<file path="config.mk">
export PLATFORM = sky130hd
export DESIGN_NAME = program_loader
export DESIGN_NICKNAME = d
export VERILOG_FILES = /design/src/rtl/program_loader_pkg.sv /design/src/rtl/sync_edge.sv /design/src/rtl/program_loader.sv
export SDC_FILE = /design/constraint.sdc
export NUM_CORES = 1
export LEC_CHECK = 0
export ABC_AREA = 1
export CORE_ASPECT_RATIO = 0.7
export CORE_MARGIN = 1
export CORE_UTILIZATION = 51
export DETAILED_ROUTE_END_ITERATION = 6
export HOLD_SLACK_MARGIN = 0.06
export PLACE_DENSITY = 0.82
export SETUP_SLACK_MARGIN = 0.3
export SYNTH_ARGS = -nofsm -noshare
export SYNTH_HDL_FRONTEND = slang
export SYNTH_SLANG_ARGS = --single-unit
</file>
<file path="constraint.sdc">
create_clock -name clk -period 1.95 [get_ports clk]
set_clock_uncertainty 0.15 [all_clocks]
set_input_delay 0.39 -clock clk [delete_from_list [all_inputs] [get_ports clk]]
set_output_delay 0.39 -clock clk [all_outputs]
set_load 0.02 [all_outputs]
</file>
<file path="src/rtl/program_loader_pkg.sv">
// Shared definitions for the program loader, its RAM and the CPU top level.
package program_loader_pkg;

  localparam int unsigned RAM_BYTES_DEF   = 16;
  localparam int unsigned ADDR_W_DEF      = 4;
  localparam int unsigned SYNC_STAGES_DEF = 2;
  localparam int unsigned DATA_W          = 8;

  typedef enum logic [2:0] {
    CHECK,
    WAIT_HI,
    WRITE,
    WAIT_LO,
    RUN
  } state_t;

endpackage

</file>
<file path="src/rtl/sync_edge.sv">
// Multi-stage synchronizer for an asynchronous pin, with a rising-edge flag
// taken from the last synchronized stage.
module sync_edge #(
  parameter int unsigned SYNC_STAGES = 2
) (
  input  logic clk,
  input  logic rst_n,
  input  logic d,
  output logic sync,
  output logic rise_c
);

  logic [SYNC_STAGES-1:0] sync_q;
  logic                   prev_q;

  always_ff @(posedge clk or negedge rst_n) begin
    if (!rst_n) begin
      sync_q <= '0;
      prev_q <= 1'b0;
    end else begin
      sync_q <= {sync_q[SYNC_STAGES-2:0], d};
      prev_q <= sync_q[SYNC_STAGES-1];
    end
  end

  assign sync   = sync_q[SYNC_STAGES-1];
  assign rise_c = sync_q[SYNC_STAGES-1] & ~prev_q;

endmodule

</file>
<file path="src/rtl/program_loader.sv">
// Loads a program byte-by-byte into CPU RAM over a strobe/ack handshake and
// holds the CPU in reset until the load completes, aborts or is skipped.
module program_loader
  import program_loader_pkg::*;
#(
  parameter int unsigned RAM_BYTES   = RAM_BYTES_DEF,
  parameter int unsigned ADDR_W      = ADDR_W_DEF,
  parameter int unsigned SYNC_STAGES = SYNC_STAGES_DEF
) (
  input  logic              clk,
  input  logic              rst_n,
  input  logic              load_en,
  input  logic              strobe,
  input  logic [DATA_W-1:0] data_in,
  output logic              ram_we,
  output logic [ADDR_W-1:0] ram_addr,
  output logic [DATA_W-1:0] ram_wdata,
  output logic              ack,
  output logic              cpu_hold_n,
  output logic              done
);

  localparam int unsigned       CNT_W     = $clog2(SYNC_STAGES + 1);
  localparam logic [ADDR_W-1:0] LAST_ADDR = ADDR_W'(RAM_BYTES - 1);

  logic strobe_s;
  logic strobe_rise_c;
  logic load_s;
  logic load_rise_unused_c;

  sync_edge #(.SYNC_STAGES(SYNC_STAGES)) u_strobe_sync (
    .clk    (clk),
    .rst_n  (rst_n),
    .d      (strobe),
    .sync   (strobe_s),
    .rise_c (strobe_rise_c)
  );

  sync_edge #(.SYNC_STAGES(SYNC_STAGES)) u_load_sync (
    .clk    (clk),
    .rst_n  (rst_n),
    .d      (load_en),
    .sync   (load_s),
    .rise_c (load_rise_unused_c)
  );

  state_t            state_q, state_d;
  logic [CNT_W-1:0]  cnt_q, cnt_d;
  logic              ram_we_d;
  logic [ADDR_W-1:0] ram_addr_d;
  logic [DATA_W-1:0] ram_wdata_d;
  logic              ack_d;
  logic              cpu_hold_n_d;
  logic              done_d;

  always_ff @(posedge clk or negedge rst_n) begin
    if (!rst_n) begin
      state_q    <= CHECK;
      cnt_q      <= '0;
      ram_we     <= 1'b0;
      ram_addr   <= '0;
      ram_wdata  <= '0;
      ack        <= 1'b0;
      cpu_hold_n <= 1'b0;
      done       <= 1'b0;
    end else begin
      state_q    <= state_d;
      cnt_q      <= cnt_d;
      ram_we     <= ram_we_d;
      ram_addr   <= ram_addr_d;
      ram_wdata  <= ram_wdata_d;
      ack        <= ack_d;
      cpu_hold_n <= cpu_hold_n_d;
      done       <= done_d;
    end
  end

  // Outputs are registered from the next state so they align with state_q.
  always_comb begin
    state_d      = state_q;
    cnt_d        = cnt_q;
    ram_we_d     = 1'b0;
    ram_addr_d   = ram_addr;
    ram_wdata_d  = ram_wdata;
    ack_d        = ack;
    cpu_hold_n_d = 1'b0;
    done_d       = done;

    case (state_q)
      CHECK: begin
        if (cnt_q == CNT_W'(SYNC_STAGES)) begin
          state_d = load_s ? WAIT_HI : RUN;
        end else begin
          cnt_d = cnt_q + CNT_W'(1);
        end
      end
      WAIT_HI: begin
        if (!load_s) begin
          state_d = RUN;
        end else if (strobe_rise_c) begin
          ram_wdata_d = data_in;
          state_d     = WRITE;
        end
      end
      WRITE: begin
        ack_d   = 1'b1;
        state_d = WAIT_LO;
      end
      WAIT_LO: begin
        if (!load_s) begin
          ack_d   = 1'b0;
          state_d = RUN;
        end else if (!strobe_s) begin
          ack_d      = 1'b0;
          ram_addr_d = ram_addr + ADDR_W'(1);
          if (ram_addr == LAST_ADDR) begin
            done_d  = 1'b1;
            state_d = RUN;
          end else begin
            state_d = WAIT_HI;
          end
        end
      end
      RUN: begin
        state_d = RUN;
      end
      default: begin
        state_d = CHECK;
      end
    endcase

    ram_we_d     = (state_d == WRITE);
    cpu_hold_n_d = (state_d == RUN);
  end

endmodule

</file>
==> results of run 1 <==
power by group through the flow:
stage	clock network, uW	logic, uW	registers (uW)
after CTS	377	426	694
after global placement	0	470	706
after detailed placement	0	479	709
after global routing	401	456	706
after floorplan	0	157	805
final	373	422	693
cells in the mapped netlist, drive strengths merged:
cell type / n
nand2: 40
dfrtp: 26
inv: 24
o21ai: 12
nor2: 7
nand3: 5
a21oi: 2
ha: 2
nand4: 2
buf: 1
nor3: 1
o21bai: 1
xnor2: 1
xor2: 1
logic make-up after synthesis:
family | count (synthesis) | share of synthesized area (%)
AOI/OAI and AO/OA | 15 | 9.35
DFF | 26 | 56.5
xor gates and xnor gates | 2 | 1.52
and+or+nand+nor | 55 | 21.6
buffers and inverters | 25 | 8.80
adders and majority gates | 2 | 2.17
worst paths after layout:
check,startpoint,to,depth (start not counted)
setup / recovery,ram_addr[3],ram_addr[3],1
hold / removal,u_strobe_sync.sync_q[0],u_strobe_sync.sync_q[1],0
setup reg to reg,state_q[2],ram_addr[2],6
hold reg to reg,u_strobe_sync.sync_q[0],u_strobe_sync.sync_q[1],0
max in group asynchronous,rst_n,ram_addr[0],2
min in group asynchronous,rst_n,ram_addr[2],2
layout make-up:
class	count	area (um2)	share of cell area [%]
clock buffers	3	22.5	1.51
clock inverters	1	30.0	2.02
inverters	24	90.1	6.05
multi-input cells	74	399	26.8
flip-flops and latches	26	653	43.9
well taps	30	37.5	2.52
repair buffers	28	256	17.2
layer usage:
layer / up-vias / part of all wire, %
li1: 443 / -
met1: 414 / 44
met2: 30 / 49
met3: 4 / 6.1
met4: 0 / 1.4
met5: - / 0
sequential cells by signal, indices dropped and copies added, names as in the netlist:
name	count
ram_wdata	8
cnt_q	2
ram_addr	4
u_strobe_sync.sync_q	2
state_q	3
u_strobe_sync.prev_q	1
ram_we	1
cpu_hold_n	1
ack	1
done	1
u_load_sync.sync_q	2
timing repair:
| action | 4_1_cts | 5_1_grt |
|---|---|---|
| endpoints found under the setup margin | 16 | 5 |
| setup buffers | 0 | 0 |
| resized for setup | 20 | 7 |
through the flow:
step	cell area, um2	cells
finish	1490	186
global route	1490	186
CTS	1490	186
detailed placement	1460	182
global placement	1460	182
floorplan	1150	125
==> impl_metrics.toml, run 1 <==
[outcome]
status = "complete, no violations"

[worst_setup_path]
cpPeakStageDelay_ps = 470
worst-path-buf-inv = 1
worstSetupStartpointType = "flop"
worst-setup-path-type = "reg -> out"
path_max_fanout = 5
endpoint_kind = "output port"
crit_family = "flip-flops"
path_cells = "clkdlybuf4s15_2"
crit_required_ps = 1410
worst-r2r-setup-slack_ps = 500
critPathSlowestCell = "dfrtp_2"
arrival_ps = 1070

[synthesis]
synth_area_um2 = 1150
syn_inst = 125
synth_area_per_cell_um2 = 9.21
yosys-top-cells-area = "dfrtp_1 (57%), nand2_1 (12%), inv_1 (7.8%)"
syn_nets = 139
yosysWarningCount = 0
synth_cell_type_count = 19
synth_top_area_share_pct = 56.5
ys_ff_latch = 26
synth-seq-area-share_pct = 56.5
synth_top_area_cell = "dfrtp_1"

[sta]
final_max_slew_viol_count = 0
finalHoldViolations = 0
fin_crit_ps = 1610
holdWs_ps = 220
worst_pin_slew_ps = 391
rsz0062_at_grt = "false"
min_period_over_period_pct = 82.5
tns_ps = 0
maxSlewHeadroom_pct = 73.8
finalSetupViolCount = 0
fin_ws_ps = 341
fmaxAchievable_mhz = 621

[global_routing]
grt_overflow = 0
grt_pass1_wl_mm = 3.59
first_global_vias = 805
globalRouteMet3Util_pct = 6.85
grtUsageMet2_pct = 32.5
busiest_layer = "met2"
grt_max_degree = 27
grtUsageTotal_pct = 19.9
antenna_found_initial = 0
use_met1_pct = 25.7

[cts]
cts_made_buffers = 3
cts_sinks = 26
clkLatencyLatePin_ps = 330
htree_levels = 1
cts_tree = "built"
path_clk_slew_ps = 150
cts-hold-fix-buffers = 0
cts.path.max_buffers = 2
cts_root_buffer = "clkbuf_4"

[routing]
firstDrtPassIters = 4
ant_nets = 0
drt_iter0_drc = 42
routed-via-count = 891
drc = 0
wl_per_cell_um = 12.0
via_per_inst = 4.79
wl_mm = 2.24

[final_layout]
drive_gt1_share_pct = 16.0
layout_common_cells = "nand2_1 (36), inv_1 (24), dfrtp_1 (24)"
layout.cells.most_common = "nand2_1"
area.growth.synth_to_final_pct = 29.3
fillers = 145
num_antenna_cells = 0
final_core_util_pct = 75.0
nNetsFinal = 171

[power]
p_int_uw = 1020
ir_worst_vdd_uv = 677
p_seq_share_pct = 46.6
switching_share_pct = 31.6
p_leak_uw = 0.000770
pwr-share-clk_pct = 25.1
total_power_uw = 1490
power_density_nw_per_um2 = 999
pwr-share-comb_pct = 28.3
p_switching_uw = 470

[hold_path]
hp-class = "reg -> reg"

[floorplan]
io_pins = 28
core_um2 = 1980
chipHeight_um = 41.8
start_util_pct = 58.0
die-area_um2 = 2450
rows = 13
die-width_um = 58.8

[place]
io_buffers = 27
gp_congestion = 0.871
place_ws_ps = 364
dpl.hpwl_mm = 1.55

[run]
maxCapViolations = 0
No activity file was read; power rests on OpenSTA's default activity.
==> inputs of run 2 (changes only) <==
--- a/config.mk
+++ b/config.mk
@@ -8,10 +8,10 @@
 export ABC_AREA = 1
 export CORE_ASPECT_RATIO = 0.7
 export CORE_MARGIN = 1
-export CORE_UTILIZATION = 51
+export CORE_UTILIZATION = 48
 export DETAILED_ROUTE_END_ITERATION = 6
 export HOLD_SLACK_MARGIN = 0.06
-export PLACE_DENSITY = 0.82
+export PLACE_DENSITY = 0.78
 export SETUP_SLACK_MARGIN = 0.3
 export SYNTH_ARGS = -nofsm -noshare
 export SYNTH_HDL_FRONTEND = slang
==> constraint.sdc (replaced) <==
create_clock -name clk -period 1.6 [get_ports clk]
set_clock_uncertainty 0.15 [all_clocks]
set_input_delay 0.32 -clock clk [delete_from_list [all_inputs] [get_ports clk]]
set_output_delay 0.32 -clock clk [all_outputs]
set_load 0.02 [all_outputs]
==> run 2 against run 1 <==
Compared with the run above: die area increased by 6.0%; clock-buffer cell count unchanged; sequential cell count unchanged; via count up 18%; critical path depth is the same; final area rose by 22%; hold slack worse by 40 ps; sequential power rose by 28%; core utilization rose by 7.3 points; critical path type unchanged; largest cell class unchanged; largest power group unchanged.
==> impl_metrics.toml, run 2 (same netlist as run 1, synthesis figures left out) <==
[sta]
min_period_over_period_pct = 86.7
worst_pin_slew_ps = 327
finalHoldViolations = 0
maxSlewHeadroom_pct = 78.2
fin_crit_ps = 1390
tns_ps = 0
finalSetupViolCount = 0
rsz0062_at_grt = "true"
final_max_slew_viol_count = 0
holdWs_ps = 180
fmaxAchievable_mhz = 721

[final_layout]
drive_gt1_share_pct = 42.8
fillers = 122
layout_common_cells = "nand2_1 (31), dfrtp_1 (22), inv_1 (21)"
nNetsFinal = 195
finalInstanceArea_um2 = 1820
num_antenna_cells = 0
largest-register = "ram_wdata"
layout.cells.most_common = "nand2_1"
largest_reg_flops = 8
area.growth.synth_to_final_pct = 57.9
fin_cells = 212
largestRegisters = "ram_wdata: 8 flops, ram_addr: 4 flops, state_q: 3 flops"

[place]
dp_cells = 185
io_buffers = 27
dpl.hpwl_mm = 1.64
gp_congestion = 0.797
dpl_cell_area_um2 = 1470

[cts]
cts_root_buffer = "clkbuf_4"
clkLatencyLatePin_ps = 330
path_clk_slew_ps = 140
cts.path.max_buffers = 2
cts_made_buffers = 3
cts_tree = "built"
cts_sinks = 26
htree_levels = 1

[power]
p_leak_uw = 0.000939
ir_worst_vdd_uv = 835
switching_share_pct = 33.7
power_density_nw_per_um2 = 1190
pwr-share-comb_pct = 37.5
p_int_uw = 1430
pwr-share-clk_pct = 21.2
p_seq_share_pct = 41.3
total_power_uw = 2160
p_switching_uw = 726

[worst_setup_path]
worstSetupStartpointType = "flop"
timing.rr.end = "state_q[2]"
worst-r2r-setup-slack_ps = 220
critPathSlowestCell = "dfrtp_1"
crit_family = "flip-flops"
r2r-start = "ram_addr[0]"
arrival_ps = 920
cpPeakStageDelay_ps = 440
path_cells = "buf_6"
endpoint_kind = "output port"
r2r_cells = 8
path_max_fanout = 2
worst-path-buf-inv = 1
worst-setup-path-type = "reg -> out"
path_depth = 1
crit_required_ps = 1130

[outcome]
status = "complete, no violations"

[floorplan]
start_util_pct = 52.2
io_pins = 28
chipHeight_um = 43.0
die-area_um2 = 2600
core_um2 = 2210
die-width_um = 60.5
rows = 14

[routing]
firstDrtPassIters = 4
routed-via-count = 1055
drc = 0
ant_nets = 0
via_per_inst = 4.98
wl_mm = 3.32
drt_iter0_drc = 63
wl_per_cell_um = 15.7

[global_routing]
grt_pass1_wl_mm = 4.10
grt_overflow = 0
antenna_found_initial = 0
first_global_vias = 929
grt_max_degree = 27
grtUsageTotal_pct = 22.3

[hold_path]
hp-class = "in -> async"

[run]
maxCapViolations = 0
-- run 2: cell count changes in the layout (fill, tap and decap cells not counted), moves of 3 or more --
cell,change
dlygate4sd2_1,-11
nand2_4,+3
nand2_1,-5
nand2_2,+3
buf_6,+19
inv_2,+3
inv_1,-3
buf_4,+18
-- run 2: power groups by stage --
stage          Clock (uW)  Sequential [uW]  Combinational [uW]
3_5_place_dp            0              870                 598
5_1_grt               494              897                 846
4_1_cts               459              873                 668
2_1_floorplan           0              981                 191
3_3_place_gp            0              858                 576
6_report              457              889                 809
-- run 2: repair_timing --
action | in CTS | in global routing
pin swaps | 2 | 12
setup endpoints to repair | 30 | 33
buffers inserted | 12 | 9
cloned | 0 | 2
hold buffers | 0 | 0
resized for setup | 105 | 18
-- run 2: how the worst max path moves through the flow --
stage | startpoint | end | slack (ps)
2_1_floorplan | ram_addr[1] | cpu_hold_n | 300
3_3_place_gp | ram_addr[1] | ram_addr[1] | 140
3_5_place_dp | ram_addr[0] | ram_addr[0] | 120
4_1_cts | ram_wdata[2] | ram_wdata[2] | 230
5_1_grt | ram_addr[0] | state_q[0] | 120
6_report | ram_wdata[1] | ram_wdata[1] | 210
-- run 2: through the flow --
step	utilization, %	setup WS [ps]
CTS	75.5	225
detailed placement	66.4	121
global route	82.4	121
floorplan	-	303
global placement	66.4	141
finish	82.4	214
-- run 2: routing by layer --
| metal | GRT usage [%] | up-vias | wire length [um] | share of wire (%) |
|---|---|---|---|---|
| met5 | 0 | - | 0 | 0 |
| met4 | 5.91 | 0 | 126 | 3.8 |
| met3 | 8.23 | 15 | 190 | 5.7 |
| met2 | 38.2 | 47 | 1680 | 51 |
| met1 | 26.3 | 501 | 1320 | 40 |
| li1 | - | 492 | - | - |
-- run 2: final cells by class --
cell class,instances,area [um2],area share [%]
timing repair buffer,50,487,26.8
sequential,26,656,36.1
multi-input combinational,76,493,27.1
inverter,24,90.1,4.96
clock buffer,3,22.5,1.24
clock inverter,1,30.0,1.65
tap,32,40.0,2.20
